`src/rtl/anita3_deadtime_pkg.sv`:
```
// anita3_deadtime_pkg: shared widths, readout word layout and read-FSM encodings.
package anita3_deadtime_pkg;
    localparam int DT_WIDTH   = 16;
    localparam int DROP_WIDTH = 8;
    localparam int TAG_MSB    = 31;
    localparam int TAG_LSB    = 16;
    localparam int DT_MSB     = 15;
    localparam int DT_LSB     = 0;

    typedef enum logic [1:0] {IDLE = 2'd0, POP = 2'd1, ACK = 2'd2} rd_state_t;

    function automatic logic [DROP_WIDTH-1:0] sat_inc(input logic [DROP_WIDTH-1:0] v);
        return (&v) ? v : v + DROP_WIDTH'(1);
    endfunction
endpackage

```
`src/rtl/anita3_sync_fifo.sv`:
```
// anita3_sync_fifo: single-clock circular buffer with push/pop/flush and occupancy flags.
module anita3_sync_fifo #(
    parameter int DEPTH_LOG2 = 4,
    parameter int WIDTH      = 32
) (
    input  logic                  clk,
    input  logic                  rst_n,
    input  logic                  push,
    input  logic                  pop,
    input  logic                  flush,
    input  logic [WIDTH-1:0]      wr_data,
    output logic [WIDTH-1:0]      rd_data,
    output logic [DEPTH_LOG2:0]   fill,
    output logic                  empty,
    output logic                  full
);
    logic [WIDTH-1:0]    mem [2**DEPTH_LOG2];
    logic [DEPTH_LOG2:0] wr_ptr, rd_ptr;
    logic                wr_en, rd_en;

    // a push into a full buffer still fits when the head leaves in the same cycle
    assign rd_en   = pop & ~empty;
    assign wr_en   = push & (~full | rd_en);
    assign rd_data = mem[rd_ptr[DEPTH_LOG2-1:0]];
    assign fill    = wr_ptr - rd_ptr;
    assign empty   = wr_ptr == rd_ptr;
    assign full    = (wr_ptr[DEPTH_LOG2] != rd_ptr[DEPTH_LOG2]) &&
                     (wr_ptr[DEPTH_LOG2-1:0] == rd_ptr[DEPTH_LOG2-1:0]);

    always_ff @(posedge clk or negedge rst_n) begin
        if (!rst_n) begin
            wr_ptr <= '0;
            rd_ptr <= '0;
        end else if (flush) begin
            wr_ptr <= '0;
            rd_ptr <= '0;
        end else begin
            if (wr_en) wr_ptr <= wr_ptr + (DEPTH_LOG2+1)'(1);
            if (rd_en) rd_ptr <= rd_ptr + (DEPTH_LOG2+1)'(1);
        end
    end

    always_ff @(posedge clk) begin
        if (wr_en && !flush) mem[wr_ptr[DEPTH_LOG2-1:0]] <= wr_data;
    end
endmodule

```
`src/rtl/anita3_deadtime_readout.sv`:
```
// anita3_deadtime_readout: per-PPS deadtime capture, second tagging, FIFO buffering and req/ack readout.
// Optional DEADTIME_READOUT_LATEST_EN adds latest_o, the most recent captured deadtime.
module anita3_deadtime_readout
    import anita3_deadtime_pkg::*;
#(
    parameter int DEPTH_LOG2 = 4,
    parameter int TAG_WIDTH  = 16
) (
    input  logic                          clk33_i,
    input  logic                          rst_n_i,
    input  logic                          pps_clk33_i,
    input  logic [DT_WIDTH-1:0]           deadtime_i,
    input  logic                          clear_i,
`ifdef DEADTIME_READOUT_LATEST_EN
    output logic [DT_WIDTH-1:0]           latest_o,
`endif
    input  logic                          rd_req_i,
    output logic                          rd_ack_o,
    output logic                          rd_valid_o,
    output logic [TAG_WIDTH+DT_WIDTH-1:0] rd_data_o,
    output logic [DEPTH_LOG2:0]           fill_o,
    output logic                          empty_o,
    output logic                          full_o,
    output logic                          overflow_o,
    output logic [DROP_WIDTH-1:0]         drop_cnt_o
);
    rd_state_t                    state;
    logic                         pps_d, pop, drop;
    logic [TAG_WIDTH-1:0]         tag;
    logic [TAG_WIDTH+DT_WIDTH-1:0] head;

    assign pop  = (state == POP) & ~empty_o;
    assign drop = pps_d & ~clear_i & full_o & ~pop;

    anita3_sync_fifo #(.DEPTH_LOG2(DEPTH_LOG2), .WIDTH(TAG_WIDTH+DT_WIDTH)) u_fifo (
        .clk     (clk33_i),
        .rst_n   (rst_n_i),
        .push    (pps_d),
        .pop     (pop),
        .flush   (clear_i),
        .wr_data ({tag, deadtime_i}),
        .rd_data (head),
        .fill    (fill_o),
        .empty   (empty_o),
        .full    (full_o)
    );

    // the tag counts seconds, so it advances on every PPS whether or not the word was kept
    always_ff @(posedge clk33_i or negedge rst_n_i) begin
        if (!rst_n_i) begin
            pps_d      <= 1'b0;
            tag        <= '0;
            overflow_o <= 1'b0;
            drop_cnt_o <= '0;
        end else begin
            pps_d <= pps_clk33_i;
            if (pps_d) tag <= tag + TAG_WIDTH'(1);
            if (clear_i) begin
                overflow_o <= 1'b0;
                drop_cnt_o <= '0;
            end else if (drop) begin
                overflow_o <= 1'b1;
                drop_cnt_o <= sat_inc(drop_cnt_o);
            end
        end
    end

`ifdef DEADTIME_READOUT_LATEST_EN
    always_ff @(posedge clk33_i or negedge rst_n_i) begin
        if (!rst_n_i) latest_o <= '0;
        else if (pps_d) latest_o <= deadtime_i;
    end
`endif

    always_ff @(posedge clk33_i or negedge rst_n_i) begin
        if (!rst_n_i) begin
            state      <= IDLE;
            rd_ack_o   <= 1'b0;
            rd_valid_o <= 1'b0;
            rd_data_o  <= '0;
        end else begin
            case (state)
                IDLE: if (rd_req_i) state <= POP;
                POP: begin
                    state      <= ACK;
                    rd_ack_o   <= 1'b1;
                    rd_valid_o <= ~empty_o;
                    rd_data_o  <= empty_o ? '0 : head;
                end
                default: begin
                    state    <= IDLE;
                    rd_ack_o <= 1'b0;
                end
            endcase
        end
    end
endmodule

```
`config.mk`:
```
export PLATFORM = sky130hd
export DESIGN_NAME = anita3_deadtime_readout
export DESIGN_NICKNAME = d
export VERILOG_FILES = /design/src/rtl/anita3_deadtime_pkg.sv /design/src/rtl/anita3_sync_fifo.sv /design/src/rtl/anita3_deadtime_readout.sv
export SDC_FILE = /design/constraint.sdc
export NUM_CORES = 1
export LEC_CHECK = 0
export BUFFER_PORTS_ARGS = -buffer_cell sky130_fd_sc_hd__buf_2
export CAP_MARGIN = 30
export CORE_MARGIN = 2
export CORE_UTILIZATION = 40
export DETAILED_ROUTE_END_ITERATION = 8
export PLACE_DENSITY = 0.6
export RECOVER_POWER = 100
export SETUP_SLACK_MARGIN = 0.5
export SLEW_MARGIN = 20
export SYNTH_ARGS = -nofsm -noshare
export SYNTH_HDL_FRONTEND = slang
export SYNTH_SLANG_ARGS = --single-unit
```
`constraint.sdc`:
```
create_clock -name clk33_i -period 15.2 [get_ports clk33_i]
set_input_delay 2.28 -clock clk33_i [delete_from_list [all_inputs] [get_ports clk33_i]]
set_output_delay 2.28 -clock clk33_i [all_outputs]
set_load 0.02 [all_outputs]
```
After elaboration in Yosys (flattened, before gate mapping)
Memory sizes are Yosys's and may differ from the RTL's.
Index checks and enable logic that the tools add are counted.

word-level totals
  register bits = 72
  memory bits (writable) = 512
  input port bits = 21
  output and inout bits = 50
  memories = 1

memory list
  memory      words  width  rd ports  clocked after Yosys merged registers in  write ports  line                    text
  u_fifo.mem  16     32     1         0                                        1            anita3_sync_fifo.sv:17  logic [WIDTH-1:0] mem [2**DEPTH_LOG2];

operators by class
  $add $sub $neg = 5
  equal/unequal tests = 6
  muxes and demuxes = 15
  bitwise logic cells = 11
  reduce and logical (&&, ||, !) cells = 9

operators by type and width
  kind                   count
  $mux 32                1
  $mux 8                 3
  $mux 5                 4
  $add 16x1->16 const B  1
  $add 5x1->5 const B    2
  $add 8x1->8 const B    1
  $reduce_and 8->1       1
  $and 1x1->1            6
  $reduce_bool 2->1      3
  $eq 5x5->1             1
  $sub 5x5->5            1
  $eq 4x4->1             1
  $mux 1                 4
  $ne 2x2->1 const B     2
  $not 1->1              4
  $pmux 2 s2             1
  $eq 2x1->1 const B     1
  $logic_and 1x1->1      2
  $logic_not 2->1        1
  $mux 2                 1
  $pmux 1 s2             1
  $reduce_and 2->1       1
  $logic_not 1->1        1
  $ne 1x1->1             1
  $or 1x1->1             1

Logic depth before layout (Yosys ltp)
Gate-level depths: netlist (run 1).

  word-level depth = 9
  mapped depth = 11
  gate-level depth less buffers = 7

Hierarchy
Synthesis (run 1) repeated with hierarchy kept, for this count alone.

second synthesis, totals
  cell total of the unflattened synthesis = 1212
  area, all modules = 22975.8 um2

modules (own cells, without submodules)
  module                   times used  cells each  area each (um2)
  anita3_sync_fifo         1           956         20317.0
  anita3_deadtime_readout  1           256         2658.8

Worst setup path after synthesis (run 1)
Ideal clock, no wire load.

  path kind = input -> register
  start = input port clear_i
  end = memory u_fifo.mem[3][0], enable pin
  library setup time = 461 ps
  data arrival time = 5023 ps
  slack = 9716 ps
  stages on the path = 3
  cell sequence = a311oi_1 > nand2_1 > nor3_1

on the way
  word-level cells in the longest chain between the ends = 4

ends and longest elaborated chain
  item                          line                           text
  from (decl)                   anita3_deadtime_readout.sv:13  input logic clear_i,
  $logic_not 1->1               anita3_sync_fifo.sv:44         if (wr_en && !flush) mem[wr_ptr[DEPTH_LOG2-1:0]] <= wr_data;
  $logic_and 1x1->1             anita3_sync_fifo.sv:44
  $mux 1                        anita3_sync_fifo.sv:44
  $mux 1 (implied by the code)  anita3_sync_fifo.sv:44
  to (decl)                     anita3_sync_fifo.sv:17

Every way passes these cells.

==> results of run 1 <==
layer usage:
layer | up-vias | track usage, % | routed length, microns
met1 | 5563 | 21.6 | 20000
met2 | 199 | 26.3 | 22800
li1 | 4621 | - | -
met4 | 0 | 4.39 | 824
met5 | - | 0 | 0
met3 | 59 | 2.53 | 1890
area by class of cell:
type	count	area share, %
multi-input cells	422	20.6
inverters	15	0.228
flip-flops and latches	584	66.6
clock buffers	66	5.83
clock inverters	42	1.49
well taps	756	3.67
repair buffers	94	1.51
where the power goes:
part	leakage [nW]	internal [mW]	switching (mW)
combinational	1.98	0.111	0.157
sequential	5.53	1.83	0.0782
clock	0.928	0.825	0.582
flip-flops by register name, indices dropped and copies added (netlist names):
| signal | count |
|---|---|
| drop_cnt_o | 8 |
| overflow_o | 1 |
| pps_d | 1 |
| rd_ack_o | 1 |
| rd_data_o | 32 |
| rd_valid_o | 1 |
| state | 2 |
| tag | 16 |
| u_fifo.mem | 512 |
| u_fifo.rd_ptr | 5 |
| u_fifo.wr_ptr | 5 |
cell usage in the layout (no fill, tap or decap), types with 4 or more instances in the layout:
| cell | instances |
|---|---|
| a21oi_1 | 10 |
| a22o_1 | 32 |
| buf_2 | 4 |
| buf_4 | 4 |
| bufinv_16 | 7 |
| clkbuf_1 | 92 |
| clkbuf_16 | 59 |
| clkinv_1 | 14 |
| clkinv_2 | 16 |
| dfrtp_1 | 70 |
| edfxtp_1 | 512 |
| ha_1 | 11 |
| inv_1 | 14 |
| mux2i_1 | 98 |
| mux4_2 | 128 |
| nand2_1 | 19 |
| nand3_1 | 12 |
| nand4_1 | 5 |
| nor2_1 | 17 |
| nor2_4 | 12 |
| nor3_1 | 8 |
| o31ai_1 | 5 |
| or4_1 | 4 |
| xnor2_1 | 18 |
| xor2_1 | 7 |
final timing paths:
check / end / from / cells past startpoint
worst max-delay path: u_fifo.rd_ptr[1] / rst_n_i / 2
worst min-delay path: rd_ack_o / state[1] / 1
worst max register to register: u_fifo.mem[6][5] / u_fifo.rd_ptr[0] / 6
worst min register to register: rd_ack_o / state[1] / 1
max in group clk33_i: fill_o[4] / u_fifo.rd_ptr[0] / 7
min in group asynchronous: tag[6] / rst_n_i / 1
logic make-up (layout without fill, tap and decap cells):
kind of cell | after synthesis | after routing | synth area share, %
flip-flops | 584 | 584 | 75.5
multiplexers | 228 | 228 | 17.1
AND/OR/NAND/NOR | 93 | 93 | 2.01
buffers and inverters | 70 | 217 | 1.46
AO/OA/AOI/OAI | 62 | 62 | 2.13
XOR/XNOR | 27 | 27 | 1.11
adder cells (fa/ha/maj) | 12 | 12 | 0.693
==> results by group, run 1 <==
Floorplanning
  – Initial Util: 40.4%
  – # rows: 87
  – Chip height: 242 microns
  – I/O pins: 71
  – Die Footprint: 58800 sq um
  – Core area: 56300 sq um
  – Die X: 242 microns

Final layout
  – Sequential Area: 17200 sq um
  – Final Core Density: 45.8%
  – Fillcell total: 4686
  – Area of the multi-input gates: 5320 sq um
  – Final Cell Area: 25800 sq um
  – N_diodes: 0
  – Area Overhead vs Synth: 13.3%
  – Share of cells above drive strength 1: 20.0%
  – Finished Layout Cells: 1979
  – Nets: 1207

Global route
  – Number of global-route vias before repair: 11000
  – Remaining Overflow, GRT: 0
  – Largest net degree at the start of global routing: 110
  – Tot GR Track Use: 15.8%
  – First-pass GRT wire length: 69700 microns
  – Antenna violations before repair: 1

Timing
  – Final Hold Vio Count: 0
  – Final period util: 39.5%
  – RSZ-0062 raised after global routing: false
  – Setup Skew: 0.0124 ns
  – Max-slew headroom: -81.1%
  – # setup viols final: 0
  – Final min period: 6.00 ns
  – Fmax: 0.167 GHz
  – Final WS setup: 9.20 ns
  – Worst slew pin tran: 2.72 ns
  – Final Slew Violations: 682
  – Final Hold Slack: 0.447 ns
  – Setup TNS: 0 ns

Clock network
  – Hold-fix buffers, CTS: 0
  – Clock transition at path regs: 0.06 ns
  – CTS root buf: clkbuf_16
  – CTS resizes: 0
  – Num CTS Buffers: 57
  – Clock Sinks: 584
  – Post-CTS setup buffers: 0
  – Clk buf depth: 3
  – CTS H-tree lvls: 2
  – Worst skew pair latency: 0.60 ns
  – CTS tree: built

Logic synthesis
  – Post-synth EDFFs: 512
  – Synth Register Bits: 584
  – Most common cell in the netlist: edfxtp_1
  – Post-synth top area cell: edfxtp_1
  – Sequential area share after synthesis: 75.5%
  – Syn avg cell area: 21.1 sq um
  – Largest cells by area after synthesis: edfxtp_1 (68%), mux4_2 (13%), dfrtp_1 (7.9%)
  – Synth warnings: 0
  – Share of the synthesized area in the top cell type: 67.6%
  – Post-synth ARST share: 12.3%
  – Synth Cell Area: 22700 sq um
  – Synth Instances: 1076
  – Distinct cells, synth: 45
  – Syn nets: 1109
  – Post-synth top cells: edfxtp_1 (512), mux4_2 (128), mux2i_1 (98)
  – Top FF cell, synth: edfxtp_1

Detailed routing
  – DRC Markers: 0
  – Final ANT Viol Nets: 0
  – Post-DR vias/cell: 5.28
  – First-pass DRT Iterations: 5
  – Vias: 10400
  – Initial DRC count: 860
  – DR WL/cell: 23.0 microns
  – WL final: 45600 microns

Worst setup path
  – CP peak stage delay: 2.03 ns
  – Critical path class: input pin to asynchronous set/reset pin
  – CP Data Required Time: 14.95 ns
  – Slowest CP cell: clkbuf_1
  – CP endpoint kind: asynchronous set/reset pin
  – CP Max Fanout: 46
  – WP buf/inv: 2
  – R2R Setup Slk: 9.79 ns
  – Worst path cell trace: clkbuf_1 -> clkbuf_1
  – Setup crit start kind: input pin
  – Crit path DAT: 5.75 ns
  – Most frequent CP cell: clkbuf_1
  – CP top delay family: buffers and inverters

Power
  – Power consumption: 3.59 mW
  – Leak: 8.45 nW
  – PwrDens: 139 nW/um^2
  – Peak VDD IR: 0.0818 mV

Placement
  – Placed cell areas: 24100 sq um
  – Final Wtd Congestion: 0.722
  – IO buf count: 70
  – DP HPWL: 24800 microns
  – Pre-CTS setup slack: 10.73 ns
  – Placed cell count: 1871

Outcome
  – Status: finished with violations
  – Violated checks: capacitance limit, slew limit

Worst hold path
  – Hold Path Class: register to register

Job
  – Max cap viols: 22
(Power assumes the default switching activity.)
==> inputs of run 2 (changes only) <==
PLACE_DENSITY = 0.62   (was 0.6)
clock period = 5 ns   (was 15.2 ns; I/O delays follow)
==> results by group, run 2 (synthesized netlist as in run 1, its figures left out) <==
Detailed routing
  – Initial DRC count: 838 (was 860)
  – DR WL/cell: 23.8 microns (was 23.0 microns)
  – Met3 Routed Length: 2280 microns (was 1890 microns)
  – Final ANT Viol Nets: 0 (unchanged)
  – First-pass DRT Iterations: 4 (was 5)
  – DRC Markers: 0 (unchanged)
  – Post-DR vias/cell: 5.37 (was 5.28)
  – WL final: 47200 microns (was 45600 microns)
  – Met2 WL: 23900 microns (was 22800 microns)
  – M1 WL: 20200 microns (was 20000 microns)
  – Uppermost routed layer: met4 (unchanged)
  – Vias: 10600 (was 10400)

Placement
  – Pre-CTS setup slack: 1.13 ns (was 10.73 ns)
  – IO buf count: 70 (unchanged)
  – Placed cell areas: 24300 sq um (was 24100 sq um)
  – DP HPWL: 27600 microns (was 24800 microns)
  – Final Wtd Congestion: 0.740 (was 0.722)

Power
  – PwrDens: 419 nW/um^2 (was 139 nW/um^2)
  – Leak: 8.59 nW (was 8.45 nW)
  – Peak VDD IR: 0.253 mV (was 0.0818 mV)

Global route
  – Number of global-route vias before repair: 11200 (was 11000)
  – Antenna violations before repair: 0 (was 1)
  – Remaining Overflow, GRT: 0 (unchanged)
  – Largest net degree at the start of global routing: 61 (was 110)
  – Tot GR Track Use: 16.2% (was 15.8%)
  – First-pass GRT wire length: 71900 microns (was 69700 microns)

Final layout
  – Fillcell total: 4709 (was 4686)
  – Area Overhead vs Synth: 14.1% (was 13.3%)
  – Commonest non-fill, non-tap cell in the layout: edfxtp_1 (unchanged)
  – Max FFs per register: 512 (unchanged)
  – Share of cells above drive strength 1: 21.8% (was 20.0%)
  – Final Core Density: 46.1% (was 45.8%)
  – N_diodes: 0 (unchanged)
  – Final Cell Area: 25900 sq um (was 25800 sq um)
  – Most frequent cells in the layout: edfxtp_1 (512), mux4_2 (128), mux2i_1 (98), clkbuf_1 (86), dfrtp_1 (70) (was edfxtp_1 (512), mux4_2 (128), mux2i_1 (98), clkbuf_1 (92), dfrtp_1 (70))
  – Nets: 1214 (was 1207)

Timing
  – Final Hold Vio Count: 0 (unchanged)
  – Final WS setup: 0.776 ns (was 9.20 ns)
  – Final Slew Violations: 68 (was 682)
  – Final period util: 84.5%
  – Worst slew pin tran: 2.64 ns (was 2.72 ns)
  – Setup TNS: 0 ns (unchanged)
  – Setup Skew: 0.0120 ns (was 0.0124 ns)
  – Max-slew headroom: -75.8% (was -81.1%)
  – Final Hold Slack: 0.264 ns (was 0.447 ns)
  – Final min period: 4.22 ns
  – Fmax: 0.237 GHz
  – RSZ-0062 raised after global routing: false (unchanged)
  – # setup viols final: 0 (unchanged)

Worst hold path
  – Hold Path Depth: 1 (unchanged)
  – HP Start: pps_clk33_i (was state[1])
  – Hold Path Class: input pin to register (was register to register)
  – Hold Path Sink: pps_d (was rd_ack_o)

Worst setup path
  – CP Max Fanout: 21 (was 46)
  – FF-to-FF path depth: 6 (unchanged)
  – Slowest CP cell: dfrtp_1 (was clkbuf_1)
  – CP endpoint kind: register (was asynchronous set/reset pin)
  – CP Data Required Time: 5.23 ns (was 14.95 ns)
  – CP peak stage delay: 0.91 ns (was 2.03 ns)
  – Worst path cell trace: ha_1 -> and4_1 -> a311oi_1 -> nand2_1 -> nor2_4 -> clkbuf_2 (was clkbuf_1 -> clkbuf_1)
  – Setup crit start kind: register (was input pin)
  – Critical path class: register to register (was input pin to asynchronous set/reset pin)
  – WP buf/inv: 1 (was 2)
  – R2R Setup Slk: 0.78 ns (was 9.79 ns)
  – Worst flop-to-flop path endpoint: u_fifo.mem[15][17] (was u_fifo.mem[6][5])
  – Crit path DAT: 4.45 ns (was 5.75 ns)
  – Reg2reg start: u_fifo.rd_ptr[0] (unchanged)
  – CP top delay family: simple AND/OR/NAND/NOR gates (was buffers and inverters)

Outcome
  – Violated checks: capacitance limit, slew limit (unchanged)
  – Status: finished with violations (unchanged)

Clock network
  – Post-CTS setup buffers: 0 (unchanged)
  – Clock Sinks: 584 (unchanged)
  – CTS tree: built (unchanged)
  – CTS root buf: clkbuf_16 (unchanged)
  – CTS H-tree lvls: 2 (unchanged)
  – Hold-fix buffers, CTS: 0 (unchanged)
  – CTS resizes: 0 (unchanged)
  – Clk buf depth: 3 (unchanged)
  – Num CTS Buffers: 58 (was 57)
  – Clock transition at path regs: 0.06 ns (about the same)
  – Worst skew pair latency: 0.60 ns (about the same)

Floorplanning
  – Initial Util: 40.4% (unchanged)
  – Die Footprint: 58800 sq um (unchanged)
  – Die X: 242 microns (unchanged)
  – Core area: 56300 sq um (unchanged)
  – I/O pins: 71 (unchanged)
  – Chip height: 242 microns (unchanged)
  – # rows: 87 (unchanged)

Job
  – Max cap viols: 2 (was 22)
## run 2: report_power, final
group	switching, mW	total [mW]	internal, mW
clock network	1.79	4.23	2.44
logic	0.503	0.850	0.348
registers	0.234	5.81	5.57
total	2.53	10.9	8.36
## run 2: cell type report
type,instances,area (sq um),area share (%)
timing repair buffer,100,574,2.21
inverter,15,58.8,0.227
sequential,584,17200,66.2
tap,756,946,3.65
multi-input combinational,422,5340,20.6
clock inverter,22,199,0.767
clock buffer,84,1650,6.36
## run 2: how the worst max path moves through the flow
stage	start	endpoint	slack [ns]	depth (start not counted)
after floorplan	u_fifo.rd_ptr[3]	u_fifo.mem[15][0]	0.80	9
after global placement	u_fifo.rd_ptr[2]	u_fifo.mem[3][6]	0.99	7
after detailed placement	u_fifo.rd_ptr[2]	u_fifo.mem[2][6]	1.13	7
after CTS	u_fifo.rd_ptr[2]	u_fifo.mem[15][31]	1.11	7
after global routing	u_fifo.rd_ptr[0]	u_fifo.mem[2][13]	0.53	6
final	u_fifo.rd_ptr[0]	u_fifo.mem[15][17]	0.78	6
## run 2: metal layers
| metal | track usage (%) | up-vias |
|---|---|---|
| li1 | - | 4624 |
| met1 | 21.8 | 5700 |
| met2 | 27.1 | 259 |
| met3 | 2.95 | 65 |
| met4 | 4.54 | 0 |
| met5 | 0 | - |
## run 2: metrics by stage
stage                     total power [mW]  cells
after floorplan                       6.42   1076
after global placement                6.78   1874
after detailed placement              6.81   1877
after CTS                             11.0   1983
after global routing                  11.3   1983
final                                 10.9   1983
==> inputs of run 3 (changes only) <==
ABC_AREA = 1   (was unset)
PLACE_DENSITY = 0.6   (was 0.62)
clock period = 4.1 ns   (was 5 ns; I/O delays follow)
==> results by group, run 3 <==
Clock network
  – CTS root buf: clkbuf_16 (unchanged)
  – CTS H-tree lvls: 2 (unchanged)
  – CTS tree: built (unchanged)
  – Worst skew pair latency: 0.62 ns (was 0.60 ns)
  – Clk buf depth: 3 (unchanged)
  – Post-CTS setup buffers: 0 (unchanged)
  – Num CTS Buffers: 61 (was 58)
  – Clock Sinks: 584 (unchanged)
  – Clock transition at path regs: 0.06 ns (about the same)
  – CTS resizes: 0 (unchanged)
  – Hold-fix buffers, CTS: 0 (unchanged)

Worst setup path
  – R2R Setup Slk: 0.54 ns (was 0.78 ns)
  – Crit path DAT: 3.76 ns (was 4.45 ns)
  – FF-to-FF path depth: 10 (was 6)
  – Critical path endpoint: u_fifo.mem[11][5] (was u_fifo.mem[15][17])
  – CP Data Required Time: 4.30 ns (was 5.23 ns)
  – Critical path class: register to register (unchanged)
  – CP endpoint kind: register (unchanged)
  – Critical Path Start: u_fifo.wr_ptr[0] (was u_fifo.rd_ptr[0])
  – Setup crit start kind: register (unchanged)
  – Reg2reg start: u_fifo.wr_ptr[0] (was u_fifo.rd_ptr[0])
  – Worst flop-to-flop path endpoint: u_fifo.mem[11][5] (was u_fifo.mem[15][17])
  – CP Max Fanout: 20 (was 21)

Power
  – Combinational fraction of design power: 8.4% (was 7.8%)
  – Sequential power share: 51.3% (was 53.3%)
  – Clock power share: 40.3% (was 38.8%)
  – PwrDens: 476 nW/um^2 (was 419 nW/um^2)
  – Switch share: 24.8% (was 23.2%)
  – Leak: 12.8 nW (was 8.59 nW)
  – Switching pwr: 3.42 mW (was 2.53 mW)
  – Power consumption: 13.8 mW (was 10.9 mW)
  – Peak VDD IR: 0.318 mV (was 0.253 mV)
  – Int Power: 10.4 mW (was 8.36 mW)

Logic synthesis
  – Distinct cells, synth: 37 (was 45)
  – Syn nets: 2634 (was 1109)
  – Post-synth ARST share: 12.3% (unchanged)
  – Synth Instances: 2601 (was 1076)
  – Sequential area share after synthesis: 66.4% (was 75.5%)
  – Synth Cell Area: 25800 sq um (was 22700 sq um)
  – Post-synth top cells: nand2_1 (930), edfxtp_1 (512), inv_1 (499) (was edfxtp_1 (512), mux4_2 (128), mux2i_1 (98))
  – Post-synth top area cell: edfxtp_1 (unchanged)
  – Top FF cell, synth: edfxtp_1 (unchanged)
  – Post-synth EDFFs: 512 (unchanged)
  – Synth warnings: 0 (unchanged)
  – Share of the synthesized area in the top cell type: 59.5% (was 67.6%)
  – Most common cell in the netlist: nand2_1 (was edfxtp_1)
  – Synth Register Bits: 584 (unchanged)
  – Largest cells by area after synthesis: edfxtp_1 (59%), nand2_1 (14%), inv_1 (7.2%) (was edfxtp_1 (68%), mux4_2 (13%), dfrtp_1 (7.9%))
  – Syn avg cell area: 9.94 sq um (was 21.1 sq um)

Timing
  – Final Slew Violations: 102 (was 68)
  – Fmax: 0.281 GHz (was 0.237 GHz)
  – # setup viols final: 0 (unchanged)
  – Setup Skew: 0.0102 ns (was 0.0120 ns)
  – Final min period: 3.56 ns (was 4.22 ns)
  – Setup TNS: 0 ns (unchanged)
  – Final Hold Vio Count: 0 (unchanged)
  – Final Hold Slack: 0.152 ns (was 0.264 ns)
  – RSZ-0062 raised after global routing: false (unchanged)
  – Worst slew pin tran: 1.94 ns (was 2.64 ns)
  – Max-slew headroom: -29.8% (was -75.8%)
  – Final period util: 86.7% (was 84.5%)

Floorplanning
  – I/O pins: 71 (unchanged)
  – Die Footprint: 66700 sq um (was 58800 sq um)
  – Initial Util: 40.3% (was 40.4%)
  – Die X: 258 microns (was 242 microns)
  – Chip height: 258 microns (was 242 microns)
  – # rows: 93 (was 87)
  – Core area: 64100 sq um (was 56300 sq um)

Global route
  – Number of global-route vias before repair: 17100 (was 11200)
  – First-pass GRT wire length: 98700 microns (was 71900 microns)
  – Tot GR Track Use: 19.3% (was 16.2%)
  – Largest net degree at the start of global routing: 183 (was 61)
  – Remaining Overflow, GRT: 0 (unchanged)
  – Antenna violations before repair: 0 (unchanged)

Detailed routing
  – Initial DRC count: 1270 (was 838)
  – Post-DR vias/cell: 4.77 (was 5.37)
  – DR WL/cell: 18.0 microns (was 23.8 microns)
  – Final ANT Viol Nets: 0 (unchanged)
  – DRC Markers: 0 (unchanged)
  – First-pass DRT Iterations: 6 (was 4)
  – WL final: 64200 microns (was 47200 microns)
  – Vias: 17000 (was 10600)

Final layout
  – Commonest non-fill, non-tap cell in the layout: nand2_1 (was edfxtp_1)
  – Nets: 2696 (was 1214)
  – Most frequent cells in the layout: nand2_1 (935), edfxtp_1 (512), inv_1 (500), nand3_1 (343), clkbuf_1 (86) (was edfxtp_1 (512), mux4_2 (128), mux2i_1 (98), clkbuf_1 (86), dfrtp_1 (70))
  – Share of cells above drive strength 1: 6.15% (was 21.8%)
  – Max FFs per register: 512 (unchanged)
  – Area Overhead vs Synth: 12.0% (was 14.1%)
  – N_diodes: 0 (unchanged)

Outcome
  – Status: finished with violations (unchanged)
  – Violated checks: capacitance limit, slew limit (unchanged)

Placement
  – Final Wtd Congestion: 0.812 (was 0.740)
  – IO buf count: 70 (unchanged)
  – DP HPWL: 34700 microns (was 27600 microns)

Worst hold path
  – Hold Path Class: input pin to register (unchanged)

Job
  – Max cap viols: 4 (was 2)
## run 3: cell count changes after synthesis, moves of 13 or more
cell	before	now
mux4_2	128	0
nand2_1	19	930
mux2i_1	98	0
xnor2_1	18	5
buf_2	14	57
inv_1	14	499
a22o_1	32	0
nand3_1	12	342
## run 3: layer usage
layer,GRT usage [%],vias to the layer above,part of all wire (%)
met1,24.5,8189,43
met3,2.55,123,4.5
li1,-,8309,-
met4,6.70,0,3.2
met5,0,-,0
met2,34.0,411,49
## run 3: cells by family (layout without fill, tap and decap cells)
family,after synthesis,after routing,synth area share (%)
buf+inv,624,737,10.1
flops,584,584,66.4
compound gates,25,25,0.620
xor+xnor,19,19,0.673
simple gates,1337,1337,21.6
fa+ha+maj,12,12,0.610
## run 3: power groups by stage
stage	Combinational (mW)	Clock, mW	Sequential (mW)
3_5_place_dp	1.22	0	7.19
4_1_cts	1.23	5.67	7.07
2_1_floorplan	0.720	0	7.19
5_1_grt	1.31	5.87	7.10
6_report	1.16	5.55	7.07
3_3_place_gp	1.21	0	7.18
## run 3: area by class of cell
class                   count  area [sq um]
clock inverters            29           292
clock buffers              85          1730
flip-flops and latches    584         17200
fillers                  5980         35200
inverters                 514          1940
repair buffers            109           739
multi-input cells        1393          6010
well taps                 855          1070
## run 3: critical path: stages, from the launching register on
cell      delay [ns]
dfrtp_1         0.43
inv_1           0.18
ha_1            0.28
nand4_1         0.10
nor2_1          0.07
nand2_2         0.06
nand2_1         0.09
inv_1           0.11
nand3_1         0.23
nor2_4          0.17
clkbuf_1        1.39
## run 3: stage by stage
stage	worst slack [ns]	util, %	cells	instance area (sq um)
floorplan	0.595	-	2601	25800
global placement	1.22	42.4	3451	27200
detailed placement	1.18	42.5	3452	27200
CTS	0.683	45.6	3566	29200
global route	0.326	45.2	3569	29000
finish	0.543	45.2	3569	29000
## run 3: how the worst min path moves through the flow
stage / startpoint / endpoint / slack (ns) / cells after the start
after floorplan: rst_n_i / drop_cnt_o[0] / 0.32 / 0
after global routing: pps_clk33_i / pps_d / 0.14 / 1
after detailed placement: state[1] / state[0] / 0.42 / 1
final: pps_clk33_i / pps_d / 0.15 / 1
after CTS: pps_clk33_i / pps_d / 0.11 / 1
after global placement: state[1] / state[0] / 0.41 / 1
